--- src/rtl/cpu_pkg.sv ---
// Shared encodings between the CPU controller and datapath: control-word bit
// positions, opcode values and the control-word width.
package cpu_pkg;

  localparam int CTRL_W = 15;

  localparam int J   = 0;
  localparam int CO  = 1;
  localparam int CE  = 2;
  localparam int OI  = 3;
  localparam int BI  = 4;
  localparam int SU  = 5;
  localparam int SO  = 6;
  localparam int AO  = 7;
  localparam int AI  = 8;
  localparam int II  = 9;
  localparam int IO  = 10;
  localparam int RO  = 11;
  localparam int RI  = 12;
  localparam int MI  = 13;
  localparam int HLT = 14;

  localparam logic [3:0] OP_NOP = 4'h0;
  localparam logic [3:0] OP_LDA = 4'h1;
  localparam logic [3:0] OP_ADD = 4'h2;
  localparam logic [3:0] OP_SUB = 4'h3;
  localparam logic [3:0] OP_STA = 4'h4;
  localparam logic [3:0] OP_LDI = 4'h5;
  localparam logic [3:0] OP_JMP = 4'h6;
  localparam logic [3:0] OP_JC  = 4'h7;
  localparam logic [3:0] OP_JZ  = 4'h8;
  localparam logic [3:0] OP_OUT = 4'hE;
  localparam logic [3:0] OP_HLT = 4'hF;

endpackage

--- src/rtl/cpu_ram16x8.sv ---
// Program/data RAM: synchronous write, asynchronous read. The load port takes
// over the write side whenever load_mode is high.
module cpu_ram16x8 #(
  parameter int DATA_W = 8,
  parameter int ADDR_W = 4
) (
  input  logic              clk,
  input  logic              load_mode,
  input  logic              we,
  input  logic [ADDR_W-1:0] addr,
  input  logic [DATA_W-1:0] wdata,
  input  logic              prog_we,
  input  logic [ADDR_W-1:0] prog_addr,
  input  logic [DATA_W-1:0] prog_data,
  output logic [DATA_W-1:0] rdata
);

  logic [DATA_W-1:0] mem [2**ADDR_W];
  logic              wr_en;
  logic [ADDR_W-1:0] wr_addr;
  logic [DATA_W-1:0] wr_data;

  always_comb begin
    wr_en   = we;
    wr_addr = addr;
    wr_data = wdata;
    if (load_mode) begin
      wr_en   = prog_we;
      wr_addr = prog_addr;
      wr_data = prog_data;
    end
  end

  always_ff @(posedge clk) begin
    if (wr_en) mem[wr_addr] <= wr_data;
  end

  assign rdata = mem[addr];

endmodule

--- src/rtl/cpu_datapath.sv ---
// Single-bus 8-bit CPU datapath: executes one controller control word per
// clock; out_valid is a one-cycle strobe marking a fresh out_value (no ready).
module cpu_datapath
  import cpu_pkg::*;
#(
  parameter int DATA_W = 8,
  parameter int ADDR_W = 4
) (
  input  logic              clk,
  input  logic              rst_n,
  input  logic [CTRL_W-1:0] ctrlwrd,
  input  logic              load_mode,
  input  logic              prog_we,
  input  logic [ADDR_W-1:0] prog_addr,
  input  logic [DATA_W-1:0] prog_data,
  output logic [3:0]        instruction,
  output logic [DATA_W-1:0] out_value,
  output logic              out_valid,
  output logic              halted,
  output logic              carry,
  output logic              zero,
  output logic [ADDR_W-1:0] pc,
  output logic [DATA_W-1:0] bus,
  output logic              bus_conflict
);

  logic [ADDR_W-1:0] pc_q, pc_d, mar_q, mar_d;
  logic [DATA_W-1:0] ir_q, ir_d, a_q, a_d, b_q, b_d, out_q, out_d;
  logic              out_valid_q, out_valid_d, halted_q, halted_d;
  logic              carry_q, carry_d, zero_q, zero_d;
  logic [DATA_W-1:0] ram_rdata, alu;
  logic [DATA_W:0]   b_op, sum;
  logic [2:0]        n_drivers;
  logic              run;

  assign run = !load_mode && !halted_q;

  // Reset gates both write paths so an asserted rst_n never commits a RAM write.
  cpu_ram16x8 #(.DATA_W(DATA_W), .ADDR_W(ADDR_W)) u_ram (
    .clk       (clk),
    .load_mode (load_mode),
    .we        (rst_n && run && ctrlwrd[RI]),
    .addr      (mar_q),
    .wdata     (bus),
    .prog_we   (rst_n && prog_we),
    .prog_addr (prog_addr),
    .prog_data (prog_data),
    .rdata     (ram_rdata)
  );

  always_comb begin
    b_op = ctrlwrd[SU] ? ({1'b0, ~b_q} + (DATA_W+1)'(1)) : {1'b0, b_q};
    sum  = {1'b0, a_q} + b_op;
    alu  = sum[DATA_W-1:0];
  end

  always_comb begin
    if (ctrlwrd[RO])      bus = ram_rdata;
    else if (ctrlwrd[IO]) bus = {{(DATA_W-ADDR_W){1'b0}}, ir_q[ADDR_W-1:0]};
    else if (ctrlwrd[AO]) bus = a_q;
    else if (ctrlwrd[SO]) bus = alu;
    else if (ctrlwrd[CO]) bus = {{(DATA_W-ADDR_W){1'b0}}, pc_q};
    else                  bus = '0;
    n_drivers = {2'b0, ctrlwrd[RO]} + {2'b0, ctrlwrd[IO]} + {2'b0, ctrlwrd[AO]}
              + {2'b0, ctrlwrd[SO]} + {2'b0, ctrlwrd[CO]};
    bus_conflict = n_drivers > 3'd1;
  end

  always_comb begin
    pc_d        = pc_q;
    mar_d       = mar_q;
    ir_d        = ir_q;
    a_d         = a_q;
    b_d         = b_q;
    out_d       = out_q;
    out_valid_d = 1'b0;
    halted_d    = halted_q;
    carry_d     = carry_q;
    zero_d      = zero_q;
    if (run) begin
      if (ctrlwrd[MI]) mar_d = bus[ADDR_W-1:0];
      if (ctrlwrd[II]) ir_d = bus;
      if (ctrlwrd[AI]) a_d = bus;
      if (ctrlwrd[BI]) b_d = bus;
      if (ctrlwrd[OI]) begin
        out_d       = bus;
        out_valid_d = 1'b1;
      end
      if (ctrlwrd[J])       pc_d = bus[ADDR_W-1:0];
      else if (ctrlwrd[CE]) pc_d = pc_q + 1'b1;
      if (ctrlwrd[SO]) begin
        carry_d = sum[DATA_W];
        zero_d  = (alu == '0);
      end
      if (ctrlwrd[HLT]) halted_d = 1'b1;
    end
  end

  always_ff @(posedge clk or negedge rst_n) begin
    if (!rst_n) begin
      pc_q        <= '0;
      mar_q       <= '0;
      ir_q        <= '0;
      a_q         <= '0;
      b_q         <= '0;
      out_q       <= '0;
      out_valid_q <= 1'b0;
      halted_q    <= 1'b0;
      carry_q     <= 1'b0;
      zero_q      <= 1'b0;
    end else begin
      pc_q        <= pc_d;
      mar_q       <= mar_d;
      ir_q        <= ir_d;
      a_q         <= a_d;
      b_q         <= b_d;
      out_q       <= out_d;
      out_valid_q <= out_valid_d;
      halted_q    <= halted_d;
      carry_q     <= carry_d;
      zero_q      <= zero_d;
    end
  end

  assign instruction = ir_q[DATA_W-1 -: 4];
  assign out_value   = out_q;
  assign out_valid   = out_valid_q;
  assign halted      = halted_q;
  assign carry       = carry_q;
  assign zero        = zero_q;
  assign pc          = pc_q;

endmodule
--- config.mk ---
export PLATFORM = sky130hd
export DESIGN_NAME = cpu_datapath
export DESIGN_NICKNAME = d
export VERILOG_FILES = /design/src/rtl/cpu_pkg.sv /design/src/rtl/cpu_ram16x8.sv /design/src/rtl/cpu_datapath.sv
export SDC_FILE = /design/constraint.sdc
export NUM_CORES = 1
export LEC_CHECK = 0
export BUFFER_PORTS_ARGS = -buffer_cell sky130_fd_sc_hd__buf_2
export CAP_MARGIN = 0
export CORE_UTILIZATION = 41
export DETAILED_ROUTE_END_ITERATION = 6
export GPL_TIMING_DRIVEN = 0
export MAX_ROUTING_LAYER = met4
export PLACE_DENSITY = 0.66
export SYNTH_ARGS = -nofsm -noshare
export SYNTH_HDL_FRONTEND = slang
export SYNTH_SLANG_ARGS = --single-unit
--- constraint.sdc ---
create_clock -name clk -period 4.5 [get_ports clk]
set_input_delay 0.9 -clock clk [delete_from_list [all_inputs] [get_ports clk]]
set_output_delay 0.9 -clock clk [all_outputs]
set_load 0.01 [all_outputs]
Word-level counts from Yosys, hierarchy flattened
Memory sizes are Yosys's and may differ from the RTL's.
Cells that the tools add are included.
Widths: inputs -> output; s select.
{"block": "classes", "addsub": 7, "n_lt_le_gt_ge": 1, "muxes": 15, "bitwise": 1, "n_reduce_logical": 16}
{"op": "$mux 8", "count": 5}
{"op": "$mux 4", "count": 4}
{"op": "$reduce_and 2->1", "count": 8}
{"op": "$add 8x1->9 const B", "count": 1}
{"op": "$add 8x9->9", "count": 1}
{"op": "$mux 9", "count": 1}
{"op": "$logic_not 8->1", "count": 1}
{"op": "$not 8->8", "count": 1}
{"op": "$add 3x1->3", "count": 2}
{"op": "$mux 1", "count": 5}
{"op": "$add 4x1->4 const B", "count": 1}
{"op": "$logic_and 1x1->1", "count": 4}
{"op": "$add 2x1->3", "count": 1}
{"op": "$gt 3x1->1 const B", "count": 1}
{"op": "$add 1x1->2", "count": 1}
{"op": "$logic_not 1->1", "count": 2}
{"op": "$reduce_bool 2->1", "count": 1}
{"block": "totals", "register_bits": 44, "ram_bits": 128, "inputBits": 31, "output_inout_bits": 29, "n_memories": 1}
{"name": "u_ram.mem", "depth": 16, "word_bits": 8, "rd": 1, "rd_clocked_by_memory_dff": 0, "wr": 1, "line": "cpu_ram16x8.sv:18", "rtl": "logic [DATA_W-1:0] mem [2**ADDR_W];"}

Logic depth before layout (Yosys ltp)
{"block": "depth", "depth_word": 9, "ltp_mapped": 11, "depth_no_buf": 11}

By module
Synthesis repeated with hierarchy kept, for this count alone.
{"block": "unflattened", "cells_unflattened": 556, "hier_area_um2": 7798.7}
{"module": "cpu_ram16x8", "n_inst": 1, "cells_each": 264, "area_per_inst_um2": 5233.8}
{"module": "cpu_datapath", "n_inst": 1, "cells_each": 292, "area_per_inst_um2": 2565.0}

Least setup slack after synthesis
OpenSTA, ideal clock, no wires.
{"block": "synth_timing", "path_kind": "input to register", "startpoint": "input ctrlwrd[5]", "endpoint": "memory u_ram.mem[0][4] (data pin)", "arrival_time_ns": 3.539, "slack_ns": 0.630, "cell_stages": 8, "cell_sequence": "clkbuf_1 -> o21ai_0 -> fa_1 -> a211oi_1 -> nor2_1 -> o41ai_1 -> a22oi_2 -> o21ai_0"}
{"block": "synth_via", "elab_chain_len": 7}
{"element": "start: declaration", "line": "cpu_datapath.sv:11", "rtl": "input logic [CTRL_W-1:0] ctrlwrd,"}
{"element": "$mux 9", "line": "cpu_datapath.sv:52", "rtl": "b_op = ctrlwrd[SU] ? ({1'b0, ~b_q} + (DATA_W+1)'(1)) : {1'b0, b_q};"}
{"element": "$add 8x9->9", "line": "cpu_datapath.sv:53", "rtl": "sum = {1'b0, a_q} + b_op;"}
{"element": "$mux 8", "line": "cpu_datapath.sv:61", "rtl": "else if (ctrlwrd[SO]) bus = alu;"}
{"element": "$mux 8", "line": "cpu_datapath.sv:60", "rtl": "else if (ctrlwrd[AO]) bus = a_q;"}
{"element": "$mux 8", "line": "cpu_datapath.sv:59", "rtl": "else if (ctrlwrd[IO]) bus = {{(DATA_W-ADDR_W){1'b0}}, ir_q[ADDR_W-1:0]};"}
{"element": "$mux 8", "line": "cpu_datapath.sv:58", "rtl": "if (ctrlwrd[RO]) bus = ram_rdata;"}
{"element": "$mux 8", "line": "cpu_ram16x8.sv:27", "rtl": "if (load_mode) begin"}
{"element": "via u_ram.wr_data[4]", "line": "cpu_ram16x8.sv:21", "rtl": "logic [DATA_W-1:0] wr_data;"}
{"element": "end: declaration", "line": "cpu_ram16x8.sv:18"}
The timed path passes the listed nets, and every way through them passes these cells.

Worst setup path in the final report
{"block": "layout_timing", "startpoint": "register b_q[0]", "endpoint": "output bus[1]"}
{"block": "layout_via", "elab_chain_len": 8}
{"element": "start: declaration", "line": "cpu_datapath.sv:28", "rtl": "logic [DATA_W-1:0] ir_q, ir_d, a_q, a_d, b_q, b_d, out_q, out_d;"}
{"element": "start signal: assignment", "line": "cpu_datapath.sv:105", "rtl": "b_q <= '0;"}
{"element": "start signal: assignment", "line": "cpu_datapath.sv:116", "rtl": "b_q <= b_d;"}
{"element": "$not 8->8", "line": "cpu_datapath.sv:52"}
{"element": "$add 8x1->9", "line": "cpu_datapath.sv:52"}
{"element": "$mux 9 (*)", "line": "cpu_datapath.sv:52"}
{"element": "$add 8x9->9 (*)", "line": "cpu_datapath.sv:53"}
{"element": "$mux 8 (*)", "line": "cpu_datapath.sv:61"}
{"element": "$mux 8 (*)", "line": "cpu_datapath.sv:60"}
{"element": "$mux 8 (*)", "line": "cpu_datapath.sv:59"}
{"element": "$mux 8 (*)", "line": "cpu_datapath.sv:58"}
{"element": "end: declaration", "line": "cpu_datapath.sv:23", "rtl": "output logic [DATA_W-1:0] bus,"}
Mark *: on every way between the ends. The rest lies on a longest branch, timed or not.

==> results.json <==
{
  "min_path_type": "reg -> reg",
  "cts_max_level": 4,
  "die_area_um2": 19800,
  "clockBufferDepth": 2,
  "drc": 0,
  "grt_pass1_wl_mm": 30.4,
  "routed_wirelength_mm": 19.8,
  "firstDrtPassIters": 6,
  "setup.worst_path.start": "b_q[0]$_DFFE_PN0P_",
  "wl_per_cell_um": 21.9,
  "clkSinkCount": 172,
  "start_util": 0.421,
  "first_global_vias": 5351,
  "max_freq_mhz": 233,
  "report.final.hold_viol_count": 0,
  "portBuffers": 58,
  "clk_latency_ns": 0.44,
  "synth.distinct_cells": 68,
  "cts_tree": "yes",
  "netlist.area_leader.share": 0.487,
  "r2r_start": "b_q[0]$_DFFE_PN0P_",
  "fin_ws_ns": 0.203,
  "viasPerCell": 5.85,
  "synth_nets": 626,
  "synth-edff-count": 128,
  "rows": 50,
  "cp.required_ns": 3.60,
  "crit_fanout": 8,
  "synth.top_cells.by_area": "edfxtp_1, dfrtp_1, mux4_1",
  "dieHeight_um": 141,
  "gr-total-overflow": 0,
  "synth.avg_cell_area_um2": 13.6,
  "antennaDiodeCount": 0,
  "tightest_slew_ns": 1.31,
  "die_w_um": 141,
  "fin_nets": 703,
  "cp.arrival_ns": 3.40,
  "endpoint_kind": "output pin",
  "numCtsBuffers": 17,
  "status": "complete, no violations",
  "gp_congestion": 0.899,
  "syn_to_final_growth_pct": 14.9,
  "synth-seq-cells": 172,
  "route.vias.total": 5290,
  "cp-start-kind": "flop",
  "design_area_um2": 9070,
  "hp-start": "out_value[2]$_DFFE_PN0P_",
  "final_util": 0.483,
  "dpl.hpwl_mm": 13.8,
  "ios": 60,
  "core-area_um2": 18800,
  "dp_slack_ns": -0.533,
  "ir_drop_mv": 0.348,
  "drt-initial-drc-count": 532,
  "cap_violations": 0,
  "synth-seq-area-share": 0.626,
  "root_buffer": "clkbuf_16",
  "grt_max_degree": 46,
  "synthCells": 582,
  "syn_area_um2": 7890,
  "slew_headroom": 0.126,
  "antenna_found_initial": 0,
  "antenna_left": 0,
  "cts.clk_slew.worst_paths_ns": 0.06,
  "synth_top_cell_by_area": "edfxtp_1",
  "grt_usage": 0.218,
  "maxSlewViolCount": 0,
  "drive_gt1_frac": 0.195,
  "period_minus_slack_ns": 4.30,
  "placed_area_um2": 8480,
  "finalNonFillerCells": 905,
  "ys.flop_type": "edfxtp_1",
  "placed_cells": 874,
  "fin_skew_ns": 0.0129,
  "period_share": 0.955,
  "rsz0062_at_grt": "false",
  "yosysWarningCount": 0,
  "setup_viol": 0,
  "postSynth.asyncResetShare": 0.256,
  "cellPowerDensity_nw_per_um2": 503,
  "p_leak_nw": 3.42,
  "path_class": "reg -> out"
}
==> cells by family (layout without fill, tap and decap cells) <==
group	count (synthesis)	after routing	synth area share
muxes	42	42	0.0980
buffers and inverters	49	138	0.0307
adders and majority gates	13	13	0.0225
AOI/OAI and AO/OA	130	130	0.112
DFF	172	172	0.626
and+or+nand+nor	167	167	0.100
xor gates and xnor gates	9	9	0.00999
==> critical path, cell delays in order, from the launching register on <==
cell and delay (ns):
dfrtp_1 0.43, inv_1 0.06, ha_1 0.26, nand2_1 0.06, o21ai_0 0.16, fa_1 0.60
a221oi_1 0.11, o31ai_1 0.53, o221ai_2 0.48, inv_1 0.13, buf_2 0.14
==> cell usage after synthesis (all sizes together) (3+ instances only) <==
cell,n
edfxtp,128
nand2,67
o21ai,49
dfrtp,44
nor2,43
mux4,24
inv,20
nor2b,18
a21oi,16
clkbuf,16
mux2i,15
buf,13
ha,11
a211oi,8
nor3,7
o31ai,7
xnor2,7
a31oi,6
nand3,6
o22ai,5
a221oi,4
and3,4
nor4,4
a211o,3
a21o,3
a22oi,3
a311oi,3
mux2,3
nand2b,3
nand3b,3
o221ai,3
==> timing repair <==
item,CTS,global route
pin swaps,0,1
setup endpoints to repair,18,2
resized for setup,3,2
buffers inserted,0,0
hold buffers,0,0
==> area by class of cell <==
cell class | instances | area, um2
sequential | 172 | 4940
multi-input combinational | 361 | 2740
inverter | 20 | 75.1
clock inverter | 14 | 135
tap | 234 | 293
clock buffer | 17 | 425
timing repair buffer | 58 | 290
buffer | 29 | 168
fill | 1649 | 9700
==> layout by cell type, fill, tap and decap left out, types with 7 or more instances in the layout <==
cell,synthesis,routed
a21oi_1,15,15
inv_1,20,20
nand2_1,67,67
o31ai_1,7,7
dfrtp_1,44,44
xnor2_1,7,7
nor2_1,43,43
clkbuf_16,0,17
o21ai_0,43,40
nor3_1,7,7
buf_2,4,62
mux4_1,13,13
clkbuf_1,16,16
edfxtp_1,128,128
nor2b_1,18,18
mux4_2,11,11
ha_1,11,11
o21ai_1,6,9
mux2i_1,15,15
==> through the flow <==
step           hold slack (ns)  power [W]  setup TNS, ns
2_1_floorplan            0.450    0.00275              0
3_3_place_gp             0.460    0.00312          -6.45
3_5_place_dp             0.470    0.00316         -12.86
4_1_cts                  0.487    0.00456              0
5_1_grt                  0.514    0.00475              0
6_report                 0.479    0.00456              0
==> worst paths after layout <==
kind	end	slack, ns	cells past startpoint
min in group asynchronous	b_q[2]$_DFFE_PN0P_	0.63	1
max reg2reg	u_ram.mem[14][6]$_DFFE_PP_	0.45	10
max in group asynchronous	out_valid$_DFF_PN0_	3.25	1
max	bus[1]	0.20	10
min reg2reg	out_value[2]$_DFFE_PN0P_	0.48	2
min	out_value[2]$_DFFE_PN0P_	0.48	2
==> report_power, final <==
| group | switching, W | total (W) | internal [W] |
|---|---|---|---|
| clock | 0.000637 | 0.00141 | 0.000771 |
| sequential | 0.0000877 | 0.00194 | 0.00186 |
| combinational | 0.000737 | 0.00121 | 0.000471 |
| total | 0.00146 | 0.00456 | 0.00310 |
==> per-layer routing <==
metal | track usage | routed length (um)
met1 | 0.269 | 8280
met2 | 0.345 | 9460
met4 | 0.112 | 618
met3 | 0.0394 | 1420
met5 | - | 0
==> registers in the layout (all words and copies together) (netlist names) <==
register	cells
u_ram.mem	128
a_q	8
b_q	8
ir_q	8
out_value	8
mar_q	4
pc	4
carry	1
halted	1
out_valid	1
zero	1
Note: power is estimated with default switching activity, not from simulation.
